<file path="config.mk">
export PLATFORM = sky130hd
export DESIGN_NAME = fifo_bank
export DESIGN_NICKNAME = d
export VERILOG_FILES = /design/src/rtl/fifo_bank.sv
export SDC_FILE = /design/constraint.sdc
export NUM_CORES = 1
export LEC_CHECK = 0
export ABC_AREA = 1
export CORE_MARGIN = 3
export CORE_UTILIZATION = 40
export DETAILED_ROUTE_END_ITERATION = 12
export SLEW_MARGIN = 20
export SYNTH_ARGS = -nofsm -noshare
export SYNTH_HDL_FRONTEND = slang
export SYNTH_SLANG_ARGS = --single-unit
</file>
<file path="constraint.sdc">
create_clock -name CLK -period 2.2 [get_ports CLK]
set_input_delay 0.44 -clock CLK [delete_from_list [all_inputs] [get_ports CLK]]
set_output_delay 0.44 -clock CLK [all_outputs]
set_load 0.005 [all_outputs]
</file>
<file path="src/rtl/fifo_bank.sv">
// Bank of NCH independent first-word-fall-through FIFOs sharing clock, reset and clear.
// Optional macro FIFO_BANK_ERR_EN adds sticky per-channel overflow/underflow flags on ERR.
module fifo_bank #(
   parameter  int WIDTH = 8,
   parameter  int DEPTH = 4,
   parameter  int NCH   = 2,
   localparam int CW    = $clog2(DEPTH) + 1
) (
   input  logic                 CLK,
   input  logic                 RST,
   input  logic                 CLR,
   input  logic [NCH-1:0]       ENQ,
   input  logic [NCH-1:0]       DEQ,
   input  logic [NCH*WIDTH-1:0] D_IN,
   output logic [NCH-1:0]       FULL_N,
   output logic [NCH-1:0]       EMPTY_N,
   output logic [NCH*WIDTH-1:0] D_OUT,
   output logic [NCH*CW-1:0]    COUNT
`ifdef FIFO_BANK_ERR_EN
   ,
   output logic [2*NCH-1:0]     ERR
`endif
);

   localparam int AW = $clog2(DEPTH);

   for (genvar i = 0; i < NCH; i++) begin : g_ch
      logic [WIDTH-1:0] mem [DEPTH];
      logic [AW-1:0]    wr_ptr;
      logic [AW-1:0]    rd_ptr;
      logic [CW-1:0]    cnt;
      logic             full;
      logic             empty;
      logic             enq_ok;
      logic             deq_ok;

      assign full   = (cnt == CW'(DEPTH));
      assign empty  = (cnt == '0);
      assign enq_ok = ENQ[i] && !full;
      assign deq_ok = DEQ[i] && !empty;

      // Pointers wrap for free because DEPTH is a power of two.
      // NOTE: non-blocking assignments so every register samples pre-edge values.
      always_ff @(posedge CLK or negedge RST) begin
         if (!RST) begin
            wr_ptr <= '0;
            rd_ptr <= '0;
            cnt    <= '0;
         end else if (CLR) begin
            wr_ptr <= '0;
            rd_ptr <= '0;
            cnt    <= '0;
         end else begin
            if (enq_ok) wr_ptr <= wr_ptr + AW'(1);
            if (deq_ok) rd_ptr <= rd_ptr + AW'(1);
            if (enq_ok && !deq_ok)      cnt <= cnt + CW'(1);
            else if (deq_ok && !enq_ok) cnt <= cnt - CW'(1);
         end
      end

      // NOTE: storage has no reset; stale entries are hidden by the empty mask on D_OUT.
      always_ff @(posedge CLK) begin
         if (enq_ok && !CLR) mem[wr_ptr] <= D_IN[i*WIDTH +: WIDTH];
      end

      assign FULL_N[i]                = !full;
      assign EMPTY_N[i]               = !empty;
      assign D_OUT[i*WIDTH +: WIDTH]  = empty ? '0 : mem[rd_ptr];
      assign COUNT[i*CW +: CW]        = cnt;

`ifdef FIFO_BANK_ERR_EN
      logic [1:0] err_q;

      // Bit 0 overflow, bit 1 underflow; sticky until reset or clear.
      always_ff @(posedge CLK or negedge RST) begin
         if (!RST) begin
            err_q <= '0;
         end else if (CLR) begin
            err_q <= '0;
         end else begin
            if (ENQ[i] && full)  err_q[0] <= 1'b1;
            if (DEQ[i] && empty) err_q[1] <= 1'b1;
         end
      end

      assign ERR[2*i +: 2] = err_q;
`endif
   end

endmodule

</file>
==> metrics.md <==
| Metric | Value |
|---|---|
| Fillcell total | `699` |
| Max Slew Vio Count | `0` |
| Worst Clk Skew | `0.0116 ns` |
| Worst R2R Path Depth | `12` |
| Avg WL per Cell | `14.1 um` |
| Aggregate global-route resource usage | `0.158` |
| Status | `completed` |
| Layout cell share with drive strength beyond 1 | `0.196` |
| Cell Rows | `33` |
| Footprint of the multi-input gates | `1050 um^2` |
| Fin nets | `437` |
| Post-Syn Area | `3500 um^2` |
| Reg area | `2280 um^2` |
| Setup crit end kind | `output pin` |
| Yosys top cell by area | `edfxtp_1` |
| Max FO, Critical Path | `4` |
| Die footprint | `9900 um^2` |
| Max Cap Viol | `0` |
| Part of the cycle the worst path needs | `0.968` |
| Vias per cell | `4.85` |
| Yosys Warn Count | `0` |
| I/O pins | `49` |
| H-tree depth | `3` |
| Critical path data arrival time | `1.69 ns` |
| Placed Cells incl. Taps | `485` |
| Synth area leaders | `edfxtp_1 (55%), dfrtp_1 (10%), nor2_1 (8.8%)` |
| Slew HR | `0.541` |
| Std-Cell Core Area | `8340 um^2` |
| Port bufs | `48` |
| Drt pass-1 iters | `4` |
| Total grt overflow | `0` |
| Worst vdd ir | `314 uV` |
| Synth top area share | `0.550` |
| Clk slew on worst S/H paths | `0.08 ns` |
| First-pass GRT wire length | `11,900 um` |
| Util after Layout | `0.542` |
| Clock Latency Late Sink | `0.36 ns` |
| Largest net degree at the start of global routing | `19` |
| Final HPWL DP | `4850 um` |
| Reg2reg start | `g_ch[1].cnt[0]$_DFFE_PN0P_` |
| Grt met2 use | `0.230` |
| Gpl congestion | `0.798` |
| R2R setup slack | `0.36 ns` |
| Sink Count | `78` |
| Die Wd | `99.5 um` |
| Smallest hold slack | `0.494 ns` |
| Most used routing layer | `met2` |
| Actual slew at the worst max-slew pin | `0.686 ns` |
| Commonest cells after routing, fill and taps aside | `nor2_1 (80), edfxtp_1 (64), o21ai_0 (33), clkdlybuf4s50_1 (32), buf_4 (29)` |
| Final worst path period need | `2.13 ns` |
| Non-Filler Instances | `513` |
| Commonest non-fill, non-tap cell in the layout | `nor2_1` |
| Synth cell types | `25` |
| Initial Util | `0.419` |
| Synth Instances | `323` |
| Setup violations, final | `0` |
| Crit path required time | `1.76 ns` |
| Register area share after synthesis | `0.650` |
| Detailed router's first-iteration violation count | `62` |
| Total CTS buffers | `9` |
| Met1 usage | `0.224` |
| Antenna violations before repair | `0` |
| Root buf cell | `clkbuf_8` |
| Remaining DRCs | `0` |
| Fin Setup TNS | `0 ns` |
| Hold Fails Final Rpt | `0` |
| Pwr Total | `0.00451 W` |
| Avg Synthesized Cell Area | `10.8 um^2` |
| Worst Hold Class | `input port to async pin` |
| Ant. Diodes | `0` |
| Die Y-Extent | `99.5 um` |
| Post-route ant nets | `0` |
| Grt met3 use | `0.0365` |
| Vias | `2,489` |
| Vias in the first global route | `2,381` |
| Crit. Startpoint | `g_ch[1].rd_ptr[0]$_DFFE_PN0P_` |
| Fmax | `0.470 GHz` |
| Number of synthesized register bits | `78` |
| Nature of the critical path startpoint | `register` |
| Critical path class | `register to output pin` |
| Post-Syn Nets | `356` |
| R2R Path End | `g_ch[1].cnt[2]$_DFFE_PN0P_` |
| CTS max path bufs | `2` |
| Area grow syn2layout | `29.3%` |
| Hold_buf cts | `0` |
| Leakage | `1.82 nW` |
| CTS tree | `done` |
| WL final | `7210 um` |
| PD cells | `998 nW/um^2` |
## registers in the layout, indices dropped and copies added, names as in the netlist
name         cells
g_ch.wr_ptr      4
g_ch.rd_ptr      4
g_ch.mem        64
g_ch.cnt         6
## stage by stage
stage	area (um^2)	setup WS, ns
after floorplan	3500	0.461
after global routing	4520	-0.000390
after detailed placement	4190	0.115
after global placement	4190	0.138
after CTS	4480	-0.0816
final	4520	0.0702
## power breakdown
group,switching (W),internal (W)
logic,0.000842,0.000777
clock network,0.000542,0.000527
registers,0.0000905,0.00173
## metal layers
layer	vias up	wire length (um)
li1	1245	-
met1	1179	3500
met2	52	3270
met3	13	300
met4	0	143
met5	-	0
## synthesized netlist by cell type, drive strengths merged
master   n
o21ai   40
inv     33
edfxtp  64
nor2    84
ha       8
nand2   34
buf      7
xnor2    2
nand4    6
dfrtp   14
fa       2
nand3    8
clkbuf   3
a21oi   18
## area by class of cell
cell class | count | share of cell area
inverter | 33 | 0.0293
multi-input combinational | 202 | 0.233
tap | 105 | 0.0291
clock buffer | 9 | 0.0274
timing repair buffer | 80 | 0.162
clock inverter | 6 | 0.0158
sequential | 78 | 0.504
## worst max-delay path, cell delays in order, from the launching register on
cell           delay, ns
dfrtp_2             0.45
buf_4               0.16
buf_4               0.14
nor2_1              0.10
nor2_1              0.04
o21ai_0             0.10
a21oi_2             0.09
dlygate4sd2_1       0.27
## cells by family (layout without fill, tap and decap cells)
group / count (synthesis) / after routing / share of synthesized area
AOI/OAI and AO/OA: 58 / 58 / 0.0841
xor gates and xnor gates: 2 / 2 / 0.00501
adders and majority gates: 10 / 10 / 0.0401
buffers and inverters: 43 / 128 / 0.0572
DFF: 78 / 78 / 0.650
and+or+nand+nor: 132 / 132 / 0.164
## how the worst max path moves through the flow
stage,to,cells after the start
global route,D_OUT[15],7
global placement,g_ch[0].cnt[2]$_DFFE_PN0P_,10
CTS,D_OUT[13],6
finish,D_OUT[8],7
floorplan,g_ch[1].cnt[2]$_DFFE_PN0P_,12
detailed placement,g_ch[0].cnt[2]$_DFFE_PN0P_,10
## timing repair
item                                    CTS  global route
resized for setup                        29            10
setup buffers                             9             4
cloned                                    1             0
endpoints found under the setup margin   16            10
pin swaps                                 2             3
(Power assumes the default switching activity.)
